--- src/rtl/keypad_scanner.sv ---
// -----------------------------------------------------------------------------
// keypad_scanner
//
// Scans a 4x4 active-low matrix keypad one row at a time. The column lines
// pass through a two-flop synchronizer, and each press is debounced. One
// keyValid pulse carrying {row, col} is emitted per debounced press.
//
// Optional feature macro: KEYPAD_AUTOREPEAT_EN
//   When defined, a held key emits further keyValid pulses. The first comes
//   REPEAT_DELAY cycles after the initial pulse, and later ones come every
//   REPEAT_PERIOD cycles. When undefined, no repeat logic is built.
//
// Parameters
//   SCAN_DIV        clk cycles each row is driven before its columns are sampled (>= 3)
//   DEBOUNCE_CYCLES stable cycles required for both press and release (>= 1)
//   REPEAT_DELAY    HELD cycles before the first repeat pulse (autorepeat only)
//   REPEAT_PERIOD   cycles between later repeat pulses (autorepeat only)
//
// Ports
//   clk       in   system clock, the only clock
//   reset     in   synchronous, active-high reset
//   colIn     in   [3:0] keypad columns, active-low, asynchronous
//   rowOut    out  [3:0] keypad rows, active-low, one-hot-low
//   keyCode   out  [3:0] {rowIdx, colIdx} of the last accepted key
//   keyValid  out  one-cycle pulse; keyCode is valid in the same cycle
//   keyHeld   out  high while a debounced key is held
// -----------------------------------------------------------------------------
module keypad_scanner #(
    parameter int SCAN_DIV        = 24000,
    parameter int DEBOUNCE_CYCLES = 480000,
    parameter int REPEAT_DELAY    = 12000000,
    parameter int REPEAT_PERIOD   = 2400000
) (
    input  logic       clk,
    input  logic       reset,
    input  logic [3:0] colIn,
    output logic [3:0] rowOut,
    output logic [3:0] keyCode,
    output logic       keyValid,
    output logic       keyHeld
);
    localparam int DIV_W = $clog2(SCAN_DIV + 1);
    localparam int DB_W  = $clog2(DEBOUNCE_CYCLES + 1);
    localparam logic [DIV_W-1:0] DIV_LAST = DIV_W'(SCAN_DIV - 1);
    localparam logic [DB_W-1:0]  DB_LAST  = DB_W'(DEBOUNCE_CYCLES - 1);

    typedef enum logic [1:0] {
        ST_SCAN     = 2'd0,
        ST_DEBOUNCE = 2'd1,
        ST_HELD     = 2'd2
    } state_e;

    state_e           state_q, state_d;
    logic [3:0]       col_meta_q, col_sync_q;
    logic [1:0]       row_q, row_d;
    logic [1:0]       col_q, col_d;
    logic [DIV_W-1:0] div_q, div_d;
    logic [DB_W-1:0]  cnt_q, cnt_d;       // press count in DEBOUNCE, release run in HELD
    logic [3:0]       row_out_q;
    logic [3:0]       key_code_q, key_code_d;
    logic             key_valid_q, key_valid_d;
    logic             key_held_q;
    logic             rpt_fire_s;

    // Lowest-index low column; only meaningful when at least one column is low.
    function automatic logic [1:0] lowest_low(input logic [3:0] cols);
        logic [1:0] idx;
        if (!cols[0]) begin
            idx = 2'd0;
        end else if (!cols[1]) begin
            idx = 2'd1;
        end else if (!cols[2]) begin
            idx = 2'd2;
        end else begin
            idx = 2'd3;
        end
        return idx;
    endfunction

    // Active-low one-hot row drive pattern for a row index.
    function automatic logic [3:0] row_drive(input logic [1:0] r);
        logic [3:0] pat;
        case (r)
            2'd0:    pat = 4'b1110;
            2'd1:    pat = 4'b1101;
            2'd2:    pat = 4'b1011;
            2'd3:    pat = 4'b0111;
            default: pat = 4'b1110;
        endcase
        return pat;
    endfunction

`ifdef KEYPAD_AUTOREPEAT_EN
    localparam int RPT_MAX = (REPEAT_DELAY > REPEAT_PERIOD) ? REPEAT_DELAY : REPEAT_PERIOD;
    localparam int RPT_W   = $clog2(RPT_MAX + 1);

    logic [RPT_W-1:0] rpt_q, rpt_d;
    logic             rpt_first_q, rpt_first_d;   // 1 = waiting out the initial delay

    // Repeat timer: runs only while the held column stays low in HELD.
    always_comb begin
        rpt_d       = rpt_q;
        rpt_first_d = rpt_first_q;
        rpt_fire_s  = 1'b0;
        if ((state_q != ST_HELD) || col_sync_q[col_q]) begin
            rpt_d       = '0;
            rpt_first_d = 1'b1;
        end else if ((rpt_first_q && (rpt_q == RPT_W'(REPEAT_DELAY - 1))) ||
                     (!rpt_first_q && (rpt_q == RPT_W'(REPEAT_PERIOD - 1)))) begin
            rpt_fire_s  = 1'b1;
            rpt_d       = '0;
            rpt_first_d = 1'b0;
        end else begin
            rpt_d = rpt_q + RPT_W'(1);
        end
    end

    // Repeat timer registers.
    always_ff @(posedge clk) begin
        if (reset) begin
            rpt_q       <= '0;
            rpt_first_q <= 1'b1;
        end else begin
            rpt_q       <= rpt_d;
            rpt_first_q <= rpt_first_d;
        end
    end
`else
    assign rpt_fire_s = 1'b0;
`endif

    // Two-flop column synchronizer; idle (all released) value is all ones.
    always_ff @(posedge clk) begin
        if (reset) begin
            col_meta_q <= 4'hF;
            col_sync_q <= 4'hF;
        end else begin
            col_meta_q <= colIn;
            col_sync_q <= col_meta_q;
        end
    end

    // Next-state and datapath logic for the scan/debounce/held FSM.
    always_comb begin
        state_d     = state_q;
        row_d       = row_q;
        col_d       = col_q;
        div_d       = div_q;
        cnt_d       = cnt_q;
        key_code_d  = key_code_q;
        key_valid_d = 1'b0;
        case (state_q)
            ST_SCAN: begin
                if (div_q == DIV_LAST) begin
                    div_d = '0;
                    if (col_sync_q != 4'hF) begin
                        col_d   = lowest_low(col_sync_q);
                        cnt_d   = '0;
                        state_d = ST_DEBOUNCE;
                    end else begin
                        row_d = row_q + 2'd1;    // 2-bit wrap gives 3 -> 0
                    end
                end else begin
                    div_d = div_q + DIV_W'(1);
                end
            end
            ST_DEBOUNCE: begin
                if (col_sync_q[col_q]) begin
                    state_d = ST_SCAN;
                    div_d   = '0;
                    cnt_d   = '0;
                end else if (cnt_q == DB_LAST) begin
                    state_d     = ST_HELD;
                    key_code_d  = {row_q, col_q};
                    key_valid_d = 1'b1;
                    cnt_d       = '0;
                end else begin
                    cnt_d = cnt_q + DB_W'(1);
                end
            end
            ST_HELD: begin
                if (col_sync_q[col_q]) begin
                    if (cnt_q == DB_LAST) begin
                        state_d = ST_SCAN;
                        row_d   = row_q + 2'd1;
                        div_d   = '0;
                        cnt_d   = '0;
                    end else begin
                        cnt_d = cnt_q + DB_W'(1);
                    end
                end else begin
                    cnt_d       = '0;
                    key_valid_d = rpt_fire_s;
                end
            end
            default: begin
                state_d = ST_SCAN;
                row_d   = 2'd0;
                div_d   = '0;
                cnt_d   = '0;
            end
        endcase
    end

    // FSM state, counters and registered outputs.
    always_ff @(posedge clk) begin
        if (reset) begin
            state_q     <= ST_SCAN;
            row_q       <= 2'd0;
            col_q       <= 2'd0;
            div_q       <= '0;
            cnt_q       <= '0;
            row_out_q   <= 4'b1110;
            key_code_q  <= 4'h0;
            key_valid_q <= 1'b0;
            key_held_q  <= 1'b0;
        end else begin
            state_q     <= state_d;
            row_q       <= row_d;
            col_q       <= col_d;
            div_q       <= div_d;
            cnt_q       <= cnt_d;
            row_out_q   <= row_drive(row_d);
            key_code_q  <= key_code_d;
            key_valid_q <= key_valid_d;
            key_held_q  <= (state_d == ST_HELD);
        end
    end

    assign rowOut   = row_out_q;
    assign keyCode  = key_code_q;
    assign keyValid = key_valid_q;
    assign keyHeld  = key_held_q;

endmodule

--- config.mk ---
export PLATFORM = sky130hd
export DESIGN_NAME = keypad_scanner
export DESIGN_NICKNAME = d
export VERILOG_FILES = /design/src/rtl/keypad_scanner.sv
export SDC_FILE = /design/constraint.sdc
export NUM_CORES = 1
export LEC_CHECK = 0
export ABC_AREA = 1
export CORE_ASPECT_RATIO = 1.2
export CORE_MARGIN = 3
export CORE_UTILIZATION = 35
export CTS_BUF_LIST = sky130_fd_sc_hd__clkbuf_16
export CTS_CLUSTER_DIAMETER = 30
export DETAILED_ROUTE_END_ITERATION = 6
export PLACE_DENSITY = 0.55
export SYNTH_ARGS = -nofsm -noshare
export SYNTH_HDL_FRONTEND = slang
export SYNTH_SLANG_ARGS = --single-unit
--- constraint.sdc ---
create_clock -name clk -period 3.84 [get_ports clk]
set_input_delay 0.768 -clock clk [delete_from_list [all_inputs] [get_ports clk]]
set_output_delay 0.768 -clock clk [all_outputs]
set_load 0.01 [all_outputs]
== After elaboration in Yosys (flattened, before gate mapping) ==
Cells that the tools add are included.
Word-level totals
  bits in registers: 58
  input bits: 6
  logic and storage cells: 68
Operators by class
  $add $sub $neg: 3
  magnitude comparators: 1
  equal/unequal tests: 14
  multiplexer cells: 30
  bitwise operators: 2
  reduce and logical (&&, ||, !) cells: 7
Operators with widths (count)
  19-bit two-way mux: 5
  15-bit two-way mux: 4
  19-bit one-hot mux with 3 select lines: 1
  15-bit one-hot mux with 3 select lines: 1
  2-bit two-way mux: 12
  19-bit by 1-bit adder with 19-bit output (second input constant): 1
  19-bit equality test (second input constant): 1
  4-bit one-hot mux with 4 select lines: 1
  15-bit by 1-bit adder with 15-bit output (second input constant): 1
  15-bit equality test (second input constant): 1
  2-bit one-hot mux with 3 select lines: 2
  2-bit inequality test (second input constant): 5
  3-bit AND reduction: 3
  2-bit equality test (second input constant): 4
  2-bit by 1-bit equality test with 1-bit output (second input constant): 2
  2-bit zero test: 2
  4-bit inequality test (second input constant): 1
  2-bit by 3-bit less-than comparator with 1-bit output (second input constant): 1
  1-bit two-way mux: 3
  3-bit OR reduction: 1
  2-bit by 1-bit adder with 2-bit output (second input constant): 1
  1-bit binary-select mux with 2-bit select: 1
  1-bit inverter: 2
  2-bit AND reduction: 1

== Longest topological paths before layout ==
  depth after elaboration: 6
  mapped depth: 15
  depth with buffers taken out: 14

== Worst setup path after synthesis ==
OpenSTA, ideal clock, no wires.
  path kind: register to register
  start: register cnt_q[0]
  end: register cnt_q[11]
  library setup time: 0.117 ns
  arrival: 1.507 ns
  required time: 3.723 ns
  slack: 2.216 ns
  cell stages (with the launch flop): 12
  path buffers: 1
  path through: dfxtp_1 ha_1 nand3_2 nor2_4 nand3_2 nand2_1 nand2_2 nand2_2 nand2_4 nand2_4 buf_6 nor2_2
Between the ends
  longest elaborated chain between the ends: 4
Ends and longest elaborated chain
  start, declared: RTL line 58  | logic [DB_W-1:0] cnt_q, cnt_d;
  start signal, assigned: RTL line 222  | cnt_q <= cnt_d;
  19-bit by 1-bit adder with 19-bit output or 19-bit equality test (tied branches)
  19-bit two-way mux (*): RTL line 172, 183
  19-bit two-way mux (on tied branches): RTL line 182, 168
  19-bit one-hot mux with 3 select lines (*): RTL line 152  | case (state_q)
Every way passes the cells marked *; elsewhere a longest branch is shown, timed or not.
A chain may end at the register's enable or synchronous reset.

==> results.py <==
metrics = {
    "routing": {
        "drtPass1Iterations": 6,
        "wl_per_cell_um": 12.2,
        "drtAntennaViolNets": 0,
        "vias": 2941,
        "drc": 0,
        "avgViaCountPerCell": 4.73,
        "drt_wl_total_mm": 7.60,
        "drt_iter0_markers": 111,
    },
    "clocking": {
        "cts_buffer_depth": 2,
        "htreeDepth": 3,
        "cts-hold-fix-buffers": 0,
        "cts_sinks": 58,
        "cts_tree": "done",
        "ctsResizeCount": 0,
        "root_buffer": "clkbuf_16",
        "cts_buffers": 9,
        "postCtsSetupRepairBufs": 0,
        "insertion_delay_ps": 330,
        "clkSlewWorstSetupHoldPaths_ps": 50,
    },
    "sta": {
        "slew_viol_final": 0,
        "fmax_ghz": 0.439,
        "final-setup-viol-count": 0,
        "tns_ps": 0,
        "holdWs_ps": 406,
        "rsz0062_at_grt": "no",
        "setup_slack_ps": 1560,
        "min_period_ps": 2280,
        "clock_skew_ps": 7.80,
        "hold_viol_final": 0,
        "timing.final.crit_share": 0.593,
        "worstMarginPinSlew_ps": 625,
        "max-slew-margin-rel": 0.582,
    },
    "logic_synthesis": {
        "synth.distinct_cells": 38,
        "syn_area_um2": 3280,
        "synthCells": 480,
        "synth-edff-count": 0,
        "yosys-top-cells-count": "nand2_1 (117), nor2_1 (64), dfxtp_1 (58)",
        "synth_top_area_frac": 0.354,
        "yosysMostFrequentCell": "nand2_1",
        "yosys.area.top_type": "dfxtp_1",
        "syn_avg_cell_area_um2": 6.83,
        "syn_nets": 492,
        "ys_async_sr_fraction": 0,
        "yosysSeqAreaShare": 0.354,
        "ys_warn_count": 0,
        "ys_top_cells_by_area": "dfxtp_1 (35%), nand2_1 (13%), nor2_1 (7.3%)",
        "ys_seq_elements": 58,
        "synth_flop_cell": "dfxtp_1",
    },
    "global_route": {
        "overflow": 0,
        "grt_pass1_wl_mm": 13.2,
        "grt_max_degree": 19,
        "grt_pass1_vias": 2880,
        "track_usage": 0.160,
        "grt_antenna_before_repair": 0,
    },
    "final_layout": {
        "multi_input_area_um2": 1780,
        "num_antenna_cells": 0,
        "syn_to_final_growth_pct": 14.5,
        "regArea_um2": 1160,
        "final_nets": 509,
        "final_area_um2": 3750,
        "drive_gt1_frac": 0.137,
        "num-fill-cells": 978,
    },
    "power_and_ir_drop": {
        "seqPwrFrac": 0.457,
        "p_int_mw": 1.05,
        "power.switching_mw": 0.296,
        "p_sw_frac": 0.221,
        "powerDensity_nw_per_um2": 358,
        "p_leak_nw": 1.50,
        "combPwrFrac": 0.032,
        "vdd_drop_max_mv": 0.173,
        "clkPwrFrac": 0.511,
    },
    "die": {
        "pin_count": 16,
        "die-area_um2": 10600,
        "core_um2": 9080,
        "start_util": 0.361,
        "die_x_um": 94.3,
        "die_h_um": 112,
        "rows": 38,
    },
    "worst_setup_path": {
        "required_ps": 4050,
        "crit_path_start_kind": "primary input",
        "cp_max_fo": 17,
        "worstPathArrival_ps": 2490,
        "cp-end-kind": "flop",
        "critPathKind": "primary input to flop",
    },
    "hold_path": {
        "hp-class": "flop to flop",
    },
    "placed_design": {
        "hpwl_mm": 5.52,
        "io_buffers": 15,
        "post_dp_cell_area_um2": 3500,
        "gp_congestion": 0.816,
        "dp_slack_ps": 1210,
    },
    "run_status": {
        "status": "finished, final reports clean",
    },
    "flow_run": {
        "max-cap-violations": 0,
    },
}
==> layout make-up <==
type / count / area share
Tap cell: 120 / 0.0400
Sequential cell: 58 / 0.309
Clock inverter: 7 / 0.00767
Multi-Input combinational cell: 348 / 0.475
Inverter: 64 / 0.0660
Clock buffer: 9 / 0.0600
Timing Repair Buffer: 16 / 0.0420
==> final timing paths <==
path / slack, ps / startpoint / depth (start not counted) / to
max: 1560 / reset / 4 / cnt_q[4]
min: 410 / col_meta_q[1] / 1 / col_sync_q[1]
max reg2reg: 1700 / div_q[0] / 12 / cnt_q[4]
min reg2reg: 410 / col_meta_q[1] / 1 / col_sync_q[1]
==> per-layer routing <==
layer | wire, um | track usage | vias up
li1 | - | - | 1553
met1 | 3460 | 0.186 | 1342
met2 | 3780 | 0.270 | 32
met3 | 160 | 0.0264 | 14
met4 | 197 | 0.0992 | 0
met5 | 0 | 0 | -
==> registers in the layout, indices dropped and copies added, names as in the netlist <==
| signal | flops |
|---|---|
| cnt_q | 19 |
| keyValid | 1 |
| keyHeld | 1 |
| keyCode | 4 |
| col_meta_q | 4 |
| state_q | 2 |
| col_q | 2 |
| row_q | 2 |
| rowOut | 4 |
| col_sync_q | 4 |
| div_q | 15 |
==> stage by stage <==
| stage | cells | utilization | total power, mW |
|---|---|---|---|
| 6_report | 622 | 0.413 | 1.34 |
| 5_1_grt | 622 | 0.413 | 1.40 |
| 4_1_cts | 622 | 0.413 | 1.36 |
| 3_5_place_dp | 606 | 0.385 | 0.669 |
| 3_3_place_gp | 606 | 0.385 | 0.668 |
| 2_1_floorplan | 480 | - | 0.655 |
==> worst max-delay path: stages <==
cell and delay, ps:
clkdlybuf4s50_1 870, inv_1 440, nand2_4 330, nor3_1 70
==> power by group through the flow <==
stage               clock network [mW]  registers [mW]  logic, mW
floorplan                            0           0.625     0.0305
global placement                     0           0.626     0.0419
detailed placement                   0           0.626     0.0427
CTS                              0.703           0.614     0.0431
global route                     0.735           0.614     0.0481
finish                           0.686           0.614     0.0426
==> layout by cell type (no fill, tap or decap), types with 10 or more instances in the layout <==
cell and count:
o21ai_0 14, nor2_1 64, nand4_1 11, nand2_1 117
inv_1 57, nand3_1 38, nor2_2 13, or2_2 10
clkdlybuf4s50_1 15, a21oi_1 21, dfxtp_1 58
==> logic make-up (layout without fill, tap and decap cells) <==
kind of cell,count (synthesis),in the layout,synth area share
compound gates,47,47,0.0832
xor+xnor,9,9,0.0241
fa+ha+maj,6,6,0.0229
buf+inv,74,96,0.102
flops,58,58,0.354
simple gates,286,286,0.414
Note: power is estimated with default switching activity, not from simulation.
